File: src/rtl/parking_entry_frontend_pkg.sv
// ---------------------------------------------------------------------------
// parking_entry_frontend_pkg
//   Shared constants for the parking entry front end: PIN width, keypad FSM
//   state encodings, gate FSM state encodings and a small width helper.
//   No ports (package).
// ---------------------------------------------------------------------------
package parking_entry_frontend_pkg;

    localparam int CODE_W = 16;

    // Keypad FSM states
    localparam logic [2:0] KP_IDLE    = 3'd0;
    localparam logic [2:0] KP_COLLECT = 3'd1;
    localparam logic [2:0] KP_PRESENT = 3'd2;
    localparam logic [2:0] KP_RELEASE = 3'd3;
    localparam logic [2:0] KP_LOCKED  = 3'd4;

    // Gate FSM states
    localparam logic [2:0] GT_CLOSED  = 3'd0;
    localparam logic [2:0] GT_OPENING = 3'd1;
    localparam logic [2:0] GT_OPEN    = 3'd2;
    localparam logic [2:0] GT_CLOSING = 3'd3;
    localparam logic [2:0] GT_ACK     = 3'd4;

    // Bits needed to hold 0..v-1, never less than one bit.
    function automatic int width_for(input int v);
        int w;
        w = $clog2(v);
        return (w < 1) ? 1 : w;
    endfunction

endpackage

File: src/rtl/parking_gate_motor.sv
// ---------------------------------------------------------------------------
// parking_gate_motor
//   Barrier motor controller: gate FSM plus an up/down position counter that
//   runs between 0 (closed) and GATE_TRAVEL (fully open).
// Ports
//   clk, rst      clock, synchronous active-high reset
//   open_gate     request to raise the barrier
//   close_gate    request to lower the barrier (level, held until gate_ack)
//   gate_ack      one-cycle pulse after a close completes
//   motor_up      motor drive, raising
//   motor_down    motor drive, lowering
//   gate_is_open  position == GATE_TRAVEL
//   state         current gate FSM state, for observation
// ---------------------------------------------------------------------------
module parking_gate_motor
    import parking_entry_frontend_pkg::*;
#(
    parameter int GATE_TRAVEL = 8
) (
    input  logic       clk,
    input  logic       rst,
    input  logic       open_gate,
    input  logic       close_gate,
    output logic       gate_ack,
    output logic       motor_up,
    output logic       motor_down,
    output logic       gate_is_open,
    output logic [2:0] state
);

    localparam int POS_W = width_for(GATE_TRAVEL + 1);
    localparam logic [POS_W-1:0] POS_TOP  = POS_W'(GATE_TRAVEL);
    localparam logic [POS_W-1:0] POS_ZERO = '0;
    localparam logic [POS_W-1:0] POS_ONE  = POS_W'(1);

    logic [POS_W-1:0] pos;

    // Close has priority over open whenever both are requested.
    logic open_req;
    assign open_req = open_gate & ~close_gate;

    always_ff @(posedge clk) begin
        if (rst) begin
            state <= GT_CLOSED;
            pos   <= POS_ZERO;
        end else begin
            case (state)
                GT_CLOSED: begin
                    if (open_req) state <= GT_OPENING;
                end
                GT_OPENING: begin
                    if (close_gate) begin
                        // Reverse in place; a barrier that never left the
                        // closed position is acknowledged straight away so the
                        // controller holding close_gate is not left waiting.
                        state <= (pos == POS_ZERO) ? GT_ACK : GT_CLOSING;
                    end else begin
                        pos <= pos + POS_ONE;
                        if (pos + POS_ONE == POS_TOP) state <= GT_OPEN;
                    end
                end
                GT_OPEN: begin
                    if (close_gate) state <= GT_CLOSING;
                end
                GT_CLOSING: begin
                    if (open_req) begin
                        // Reversal cancels the close: no gate_ack.
                        state <= (pos == POS_TOP) ? GT_OPEN : GT_OPENING;
                    end else begin
                        pos <= pos - POS_ONE;
                        if (pos == POS_ONE) state <= GT_ACK;
                    end
                end
                GT_ACK: begin
                    state <= GT_CLOSED;
                end
                default: begin
                    state <= GT_CLOSED;
                    pos   <= POS_ZERO;
                end
            endcase
        end
    end

    assign motor_up     = (state == GT_OPENING);
    assign motor_down   = (state == GT_CLOSING);
    assign gate_ack     = (state == GT_ACK);
    assign gate_is_open = (pos == POS_TOP);

endmodule

File: src/rtl/parking_entry_frontend.sv
// ---------------------------------------------------------------------------
// parking_entry_frontend
//   Field-side front end of the parking controller. Collects keypad digits
//   into a PIN, presents it to the controller, drives the barrier motor and
//   locks the keypad while the controller raises an alarm.
// Ports
//   clk, rst       clock, synchronous active-high reset
//   key_valid      one-cycle strobe, key_value is a new digit
//   key_value      digit value
//   key_clear      one-cycle strobe, discard the partial PIN
//   key_enter      one-cycle strobe, submit the PIN
//   open_gate      controller request to raise the barrier
//   close_gate     controller request to lower the barrier (level)
//   wrong_ping     controller alarm
//   blocked_gate   controller alarm
//   code           submitted PIN, first digit in the top nibble
//   code_ack       code is valid (level)
//   gate_ack       one-cycle pulse when a close completes
//   motor_up       motor drive, raising
//   motor_down     motor drive, lowering
//   gate_is_open   barrier fully open
//   keypad_locked  keypad FSM is locked by an alarm
//
// PIN handshake: code_ack is a level that stays high for exactly ACK_HOLD
// cycles while code is held stable; it is then low for at least one cycle
// with code returned to 0, so the controller always sees a falling edge
// before a new PIN can be presented. There is no back-pressure.
// DIGITS*DIGIT_W must equal the 16-bit PIN width.
// ---------------------------------------------------------------------------
module parking_entry_frontend
    import parking_entry_frontend_pkg::*;
#(
    parameter int DIGITS        = 4,
    parameter int DIGIT_W       = 4,
    parameter int ACK_HOLD      = 2,
    parameter int GATE_TRAVEL   = 8,
    parameter int ENTRY_TIMEOUT = 64
) (
    input  logic               clk,
    input  logic               rst,
    input  logic               key_valid,
    input  logic [DIGIT_W-1:0] key_value,
    input  logic               key_clear,
    input  logic               key_enter,
    input  logic               open_gate,
    input  logic               close_gate,
    input  logic               wrong_ping,
    input  logic               blocked_gate,
    output logic [CODE_W-1:0]  code,
    output logic               code_ack,
    output logic               gate_ack,
    output logic               motor_up,
    output logic               motor_down,
    output logic               gate_is_open,
    output logic               keypad_locked
);

    localparam int CNT_W  = width_for(DIGITS + 1);
    localparam int IDLE_W = width_for(ENTRY_TIMEOUT);
    localparam int HOLD_W = width_for(ACK_HOLD);

    localparam logic [CNT_W-1:0]  CNT_FULL  = CNT_W'(DIGITS);
    localparam logic [CNT_W-1:0]  CNT_ONE   = CNT_W'(1);
    localparam logic [IDLE_W-1:0] IDLE_LAST = IDLE_W'(ENTRY_TIMEOUT - 1);
    localparam logic [IDLE_W-1:0] IDLE_ONE  = IDLE_W'(1);
    localparam logic [HOLD_W-1:0] HOLD_LAST = HOLD_W'(ACK_HOLD - 1);
    localparam logic [HOLD_W-1:0] HOLD_ONE  = HOLD_W'(1);

    logic [2:0]        kp_state;
    logic [CODE_W-1:0] shreg;
    logic [CNT_W-1:0]  count;
    logic [IDLE_W-1:0] idle_cnt;
    logic [HOLD_W-1:0] hold_cnt;
    logic [2:0]        gate_state;

    logic alarm;
    logic digit_only;
    logic [CODE_W-1:0] shifted;

    assign alarm      = wrong_ping | blocked_gate;
    // A digit that arrives together with clear or enter is dropped.
    assign digit_only = key_valid & ~key_clear & ~key_enter;
    assign shifted    = {shreg[CODE_W-DIGIT_W-1:0], key_value};

    always_ff @(posedge clk) begin
        if (rst) begin
            kp_state <= KP_IDLE;
            shreg    <= '0;
            count    <= '0;
            idle_cnt <= '0;
            hold_cnt <= '0;
            code     <= '0;
        end else if (alarm) begin
            // Alarm wins over everything and only rst leaves LOCKED.
            kp_state <= KP_LOCKED;
            shreg    <= '0;
            count    <= '0;
            idle_cnt <= '0;
            hold_cnt <= '0;
            code     <= '0;
        end else begin
            case (kp_state)
                KP_IDLE: begin
                    if (digit_only) begin
                        shreg    <= shifted;
                        count    <= CNT_ONE;
                        idle_cnt <= '0;
                        kp_state <= KP_COLLECT;
                    end
                end
                KP_COLLECT: begin
                    if (key_clear) begin
                        shreg    <= '0;
                        count    <= '0;
                        idle_cnt <= '0;
                        kp_state <= KP_IDLE;
                    end else if (key_enter) begin
                        // A short PIN is discarded but the user stays in
                        // COLLECT to retype it.
                        if (count == CNT_FULL) begin
                            code     <= shreg;
                            hold_cnt <= '0;
                            kp_state <= KP_PRESENT;
                        end
                        shreg    <= '0;
                        count    <= '0;
                        idle_cnt <= '0;
                    end else if (key_valid) begin
                        if (count != CNT_FULL) begin
                            shreg <= shifted;
                            count <= count + CNT_ONE;
                        end
                        idle_cnt <= '0;
                    end else if (idle_cnt == IDLE_LAST) begin
                        shreg    <= '0;
                        count    <= '0;
                        idle_cnt <= '0;
                        kp_state <= KP_IDLE;
                    end else begin
                        idle_cnt <= idle_cnt + IDLE_ONE;
                    end
                end
                KP_PRESENT: begin
                    if (hold_cnt == HOLD_LAST) begin
                        code     <= '0;
                        kp_state <= KP_RELEASE;
                    end else begin
                        hold_cnt <= hold_cnt + HOLD_ONE;
                    end
                end
                KP_RELEASE: begin
                    kp_state <= KP_IDLE;
                end
                KP_LOCKED: begin
                    kp_state <= KP_LOCKED;
                end
                default: begin
                    kp_state <= KP_IDLE;
                    shreg    <= '0;
                    count    <= '0;
                    code     <= '0;
                end
            endcase
        end
    end

    assign code_ack      = (kp_state == KP_PRESENT);
    assign keypad_locked = (kp_state == KP_LOCKED);

    parking_gate_motor #(
        .GATE_TRAVEL (GATE_TRAVEL)
    ) u_gate (
        .clk          (clk),
        .rst          (rst),
        .open_gate    (open_gate),
        .close_gate   (close_gate),
        .gate_ack     (gate_ack),
        .motor_up     (motor_up),
        .motor_down   (motor_down),
        .gate_is_open (gate_is_open),
        .state        (gate_state)
    );

    // The gate state is kept for observation only; nothing here needs it.
    logic unused_gate_state;
    assign unused_gate_state = ^gate_state;

endmodule

File: config.mk
export PLATFORM = sky130hd
export DESIGN_NAME = parking_entry_frontend
export DESIGN_NICKNAME = d
export VERILOG_FILES = /design/src/rtl/parking_entry_frontend_pkg.sv /design/src/rtl/parking_gate_motor.sv /design/src/rtl/parking_entry_frontend.sv
export SDC_FILE = /design/constraint.sdc
export NUM_CORES = 1
export LEC_CHECK = 0
export CORE_MARGIN = 2
export CORE_UTILIZATION = 51
export DETAILED_ROUTE_END_ITERATION = 12
export DONT_BUFFER_PORTS = 1
export PLACE_DENSITY = 0.66
export REMOVE_ABC_BUFFERS = 1
export SLEW_MARGIN = 20
export SYNTH_ARGS = -nofsm -noshare
export SYNTH_HDL_FRONTEND = slang
export SYNTH_SLANG_ARGS = --single-unit
File: constraint.sdc
create_clock -name clk -period 2.5 [get_ports clk]
set_input_delay 0.5 -clock clk [delete_from_list [all_inputs] [get_ports clk]]
set_output_delay 0.5 -clock clk [all_outputs]
set_load 0.02 [all_outputs]
==> flow_summary.ini, run 1 <==
[timing]
tightest_slew_ns = 0.551
hold_viol = 0
fin_worst_skew_ns = 0.00966
fin_crit_ns = 2.04
final_max_slew_viol_count = 0
rsz0062_at_grt = false
fin_crit_sh = 0.815
slew_headroom = 0.623
fmax_mhz = 491
finalSetupViolCount = 0
finalWorstSetupSlack_ns = 0.463

[floorplan]
die_h_um = 76
rows = 26
start_util = 0.524
die_area_um2 = 5780
core-area_um2 = 5040
num_io_pins = 35
die_x_um = 76

[detailed_routing]
drt_iter0_drc = 111
ant_nets = 0
firstDrtPassIters = 4
via_per_inst = 5.66
drc_errors = 0
routedWlPerCell_um = 14.5
drt_wl_total_mm = 5.57
vias = 2174

[setup_path]
rr_worst_depth = 5
r2r_slack_ns = 0.53
cp-start-kind = register
crit_type = register to output port
crit_start = kp_state[1]$_SDFFE_PP0P_
endpoint_kind = output port
crit_fanout = 12
reg2reg_from = kp_state[1]$_SDFFE_PP0P_
arrival_ns = 1.54
crit_required_ns = 2.00

[synthesis]
ys_seq_area_frac = 0.394
syn-instance-count = 317
ys.flop_type = dfxtp_1
async_flop_share = 0
avgSynthCellArea_um2 = 8.34
synth_warnings = 0
synth_edf_count = 0
syn_area_um2 = 2640
ys_types = 54
ys_seq_elements = 52

[clock_network]
hold_buffers = 0
numCtsBuffers = 5
post_cts_buffers = 0
clock_latency_ns = 0.30
cts_resized = 0
cts_sinks = 52
clkTransAtPathRegs_ns = 0.09
tritoncts = done
clk_path_buf_depth = 2
cts_max_level = 2
clock-root-buffer = clkbuf_8

[global_routing]
grt_overflow = 0
antenna_found_initial = 0
grt_max_degree = 26
grt_pass1_wl_mm = 9.66
track_usage = 0.200
grt_pass1_vias = 2091

[worst_hold_path]
hold_depth = 1
hold_path_startpoint = rst
holdCritPathClass = primary input to register

[power]
clkPwrFrac = 0.333
power_w = 0.00173
sequentialPowerShare = 0.515
internal-power_w = 0.00126
vdd_drop_max_v = 0.000263
power_switching_share = 0.272
combPwrFrac = 0.152
p_sw_w = 0.000470
power_density_nw_per_um2 = 613
power_leakage_nw = 0.993

[cells_and_area]
syn2layout_area_growth_pct = 6.58
drive_gt1_frac = 0.0892
final_nets = 332
fillers = 500
n_antenna_cell = 0

[placed_design]
dp_slack_ns = 0.360
portBuffers = 0
place_congestion = 0.908
place_hpwl_mm = 3.88

[run_status]
status = completed

[job]
max-cap-violations = 0
==> cells in the final DEF, fill, tap and decap left out, drive strengths merged, types with 5 or more instances in the layout <==
cell and n:
buf 9, nor3b 7, nor2 10, a21oi 26
inv 11, nand2 61, ha 6, o21ai 14
nand3 19, mux2i 21, clkbuf 6, dfxtp 52
nor3 5
==> stage by stage <==
stage	hold slack, ns	util	cells	cell area [µm²]	TNS (ns)
2_1_floorplan	0.438	-	297	2530	-20.01
6_report	0.259	0.559	384	2820	0
3_5_place_dp	0.451	0.537	376	2710	0
3_3_place_gp	0.447	0.537	376	2710	0
5_1_grt	0.237	0.559	384	2820	0
4_1_cts	0.247	0.559	384	2820	0
==> registers in the layout, indices dropped and copies added, names as in the netlist <==
name          count
u_gate.pos        4
hold_cnt          1
shreg            16
idle_cnt          6
kp_state          3
u_gate.state      3
code             16
count             3
==> power by group through the flow <==
stage	logic (W)	clock network [W]	registers, W
3_5_place_dp	0.000261	0	0.000909
3_3_place_gp	0.000259	0	0.000909
6_report	0.000263	0.000574	0.000890
2_1_floorplan	0.000211	0	0.000896
4_1_cts	0.000262	0.000594	0.000890
5_1_grt	0.000291	0.000624	0.000896
==> synthesized netlist by cell type, types with 2 or more instances <==
| library cell | number | share of area |
|---|---|---|
| a211oi_1 | 3 | 0.0085 |
| a21oi_1 | 26 | 0.049 |
| a311oi_1 | 2 | 0.0066 |
| a31oi_1 | 4 | 0.0095 |
| a32o_1 | 2 | 0.0076 |
| and3_1 | 3 | 0.0071 |
| buf_6 | 3 | 0.013 |
| clkbuf_1 | 14 | 0.020 |
| dfxtp_1 | 52 | 0.39 |
| ha_1 | 6 | 0.028 |
| inv_1 | 10 | 0.014 |
| mux2i_1 | 21 | 0.080 |
| nand2_1 | 61 | 0.087 |
| nand2b_1 | 2 | 0.0047 |
| nand3_1 | 19 | 0.036 |
| nand3b_1 | 3 | 0.0085 |
| nand4_1 | 2 | 0.0047 |
| nand4b_1 | 2 | 0.0066 |
| nor2_1 | 10 | 0.014 |
| nor2b_1 | 3 | 0.0071 |
| nor3_1 | 5 | 0.0095 |
| nor3b_1 | 6 | 0.017 |
| o211ai_1 | 4 | 0.011 |
| o21a_1 | 3 | 0.0085 |
| o21ai_0 | 14 | 0.027 |
| o32ai_1 | 2 | 0.0066 |
| or2_2 | 3 | 0.0071 |
| or3_1 | 2 | 0.0047 |
| or3b_2 | 2 | 0.0066 |
| or4_1 | 3 | 0.0085 |
| xnor2_1 | 2 | 0.0066 |
==> cell type report <==
class	count	area, µm²	area share
multi-input combinational	235	1470	0.523
sequential	52	1040	0.369
tap	70	87.6	0.0311
clock buffer	6	72.6	0.0258
timing repair buffer	9	67.6	0.0240
clock inverter	2	38.8	0.0138
inverter	10	37.5	0.0133
==> final timing paths <==
path | to
max | code_ack
min | u_gate.pos[0]$_SDFFE_PP0P_
max reg2reg | shreg[3]$_SDFFE_PP0P_
min reg2reg | code[12]$_SDFFE_PP0P_
==> cells by family (layout without fill, tap and decap cells) <==
logic type	count (synthesis)	after routing	share of synthesized area
xor gates and xnor gates	3	3	0.00994
muxes	21	21	0.0795
buffers and inverters	30	27	0.0577
adders and majority gates	6	6	0.0284
AOI/OAI and AO/OA	72	72	0.177
and+or+nand+nor	133	133	0.254
DFF	52	52	0.394
==> worst max-delay path, stage by stage (launching register included) <==
cell and delay (ns):
dfxtp_1 0.55, or3b_2 0.52, inv_1 0.17
==> metal layers <==
layer | routed length, µm | global-route usage | vias up
met5 | 0 | 0 | -
met4 | 75 | 0.0509 | 0
met3 | 211 | 0.0498 | 8
met2 | 2590 | 0.324 | 40
met1 | 2690 | 0.268 | 1004
li1 | - | - | 1122
No activity file was read; power rests on OpenSTA's default activity.
==> run 2: changes to the inputs <==
--- a/config.mk
+++ b/config.mk
@@ -9,7 +9,7 @@
 export CORE_UTILIZATION = 51
 export DETAILED_ROUTE_END_ITERATION = 12
 export DONT_BUFFER_PORTS = 1
-export PLACE_DENSITY = 0.66
+export PLACE_DENSITY = 0.69
 export REMOVE_ABC_BUFFERS = 1
 export SLEW_MARGIN = 20
 export SYNTH_ARGS = -nofsm -noshare
==> constraint.sdc (replaced) <==
create_clock -name clk -period 1.7 [get_ports clk]
set_input_delay 0.34 -clock clk [delete_from_list [all_inputs] [get_ports clk]]
set_output_delay 0.34 -clock clk [all_outputs]
set_load 0.02 [all_outputs]
==> run 2 against run 1 <==
Net effect: the flow now finishes with violations (setup timing); first-iteration DRC count is 18% higher; combinational power grew 130%; non-clock buffer count grew 33; final cell count is 8.6% higher; design area rose by 13%; critical path type is now register to register.
==> flow_summary.ini, run 2 (synthesized netlist as in run 1, its figures left out) <==
[floorplan]
die_x_um = 76
die_h_um = 76
rows = 26
core-area_um2 = 5040
die_area_um2 = 5780
num_io_pins = 35
start_util = 0.524

[detailed_routing]
vias = 2372
drt_iter0_drc = 131
firstDrtPassIters = 4
drt_wl_total_mm = 6.10
drc_errors = 0
via_per_inst = 5.69
ant_nets = 0
routedWlPerCell_um = 14.6

[setup_path]
rr_endpoint = count[1]$_SDFFE_PP0P_
cp-start-kind = register
reg2reg_from = kp_state[2]$_SDFFE_PP0P_
max_stage_delay_ns = 0.44
crit_fanout = 9
crit_type = register to register
endpoint = count[1]$_SDFFE_PP0P_
crit_start = kp_state[2]$_SDFFE_PP0P_
arrival_ns = 1.97
endpoint_kind = register
crit_required_ns = 1.93
r2r_slack_ns = -0.04
crit_path_top_delay_cell = or3b_4
rr_worst_depth = 5
crit_chain = or3b_4 -> a311o_1 -> o311ai_4 -> buf_12 -> mux2i_1

[global_routing]
grt_max_degree = 26
grt_pass1_wl_mm = 10.5
met3_usage = 0.0450
grt_pass1_vias = 2285
grt_overflow = 0
grt_use_met1 = 0.301
track_usage = 0.218
antenna_found_initial = 0
busiest_layer = met2
met2_usage = 0.357

[cells_and_area]
final_nets = 365
final_cell_mix = nand2_1 (61), dfxtp_1 (44), buf_4 (37)
syn2layout_area_growth_pct = 20.6
final_cell_area_um2 = 3190
drive_gt1_frac = 0.251
largestRegisters = code x16, shreg x16, idle_cnt x6
fillers = 433
n_antenna_cell = 0
instances_no_fill = 417
final_common_cell = nand2_1

[timing]
rsz0062_at_grt = true
hold_slack_ns = 0.0846
finalWorstSetupSlack_ns = -0.0410
hold_viol = 0
fin_worst_skew_ns = 0.00718
tightest_slew_ns = 0.494
final_max_slew_viol_count = 0
fin_crit_ns = 1.74
finalSetupViolCount = 13
fmax_mhz = 574
slew_headroom = 0.670
fin_crit_sh = 1.02

[power]
vdd_drop_max_v = 0.000672
power_density_nw_per_um2 = 816
power_leakage_nw = 1.17

[clock_network]
clk_path_buf_depth = 2
clock-root-buffer = clkbuf_8
tritoncts = done
clock_latency_ns = 0.31
clkTransAtPathRegs_ns = 0.09
cts_max_level = 2
cts_sinks = 52
numCtsBuffers = 5

[placed_design]
portBuffers = 0
placed_area_um2 = 2940
dp.cells = 406
place_hpwl_mm = 4.25
place_congestion = 0.895
dp_slack_ns = -0.0878

[run_status]
status = finished with violations
violations = setup timing

[worst_hold_path]
holdCritPathClass = primary input to register

[job]
max-cap-violations = 0
-- run 2: cell types whose count changed in the layout (fill, tap and decap cells not counted), sizes merged --
cell      previous run  this run
inv                 11        10
bufinv               1         0
clkinvlp             0         1
buf                  9        42
clkinv               0         1
-- run 2: metrics by stage --
step / power [W] / utilization / setup TNS, ns
after global routing: 0.00273 / 0.632 / -1.30
after floorplan: 0.00163 / - / -34.51
after detailed placement: 0.00183 / 0.584 / -1.27
final: 0.00260 / 0.632 / -0.219
after global placement: 0.00182 / 0.584 / -0.548
after CTS: 0.00254 / 0.614 / -0.365
-- run 2: worst max-delay path, delay by kind of cell, from the launching register on --
| family | cells | cell delay [ns] |
|---|---|---|
| flip-flops | 1 | 0.33 |
| AO/OA/AOI/OAI | 2 | 0.50 |
| multiplexers | 1 | 0.19 |
| buffers and inverters | 1 | 0.21 |
| AND/OR/NAND/NOR | 1 | 0.44 |
-- run 2: how the worst min path moves through the flow --
stage               slack (ns)  cells past startpoint  startpoint                          to
finish                    0.08                      1         rst  u_gate.pos[0]$_SDFFE_PP0P_
global route              0.08                      1         rst  u_gate.pos[0]$_SDFFE_PP0P_
CTS                       0.08                      1         rst  u_gate.pos[0]$_SDFFE_PP0P_
detailed placement        0.41                      1         rst  u_gate.pos[0]$_SDFFE_PP0P_
global placement          0.41                      1         rst  u_gate.pos[1]$_SDFFE_PP0P_
floorplan                 0.41                      1         rst  u_gate.pos[0]$_SDFFE_PP0P_
-- run 2: cell type report --
cell class	instances	area (µm²)	share of cell area
Multi-Input combinational cell	235	1560	0.488
Timing Repair Buffer	42	359	0.113
Clock buffer	6	72.6	0.0228
Sequential cell	52	1060	0.331
Clock inverter	2	16.3	0.00510
Tap cell	70	87.6	0.0275
Inverter	10	40.0	0.0126
-- run 2: per-layer routing --
metal  part of all wire  vias up
met5                  0        -
met4             0.0066        0
met3              0.036        5
met2               0.47       40
met1               0.48     1132
li1                   -     1195
-- run 2: what timing repair did --
item,CTS,global route
endpoints found under the setup margin,23,46
hold buffers,0,0
resized for setup,13,26
gates cloned,1,0
pin swaps,1,3
setup buffers,1,1
hold endpoints to repair,0,0
-- run 2: report_power, final --
group | leakage [nW] | switching, W | total (W) | internal (W)
logic | 0.705 | 0.000328 | 0.000618 | 0.000290
registers | 0.423 | 0.0000366 | 0.00129 | 0.00125
clock network | 0.0414 | 0.000405 | 0.000699 | 0.000293
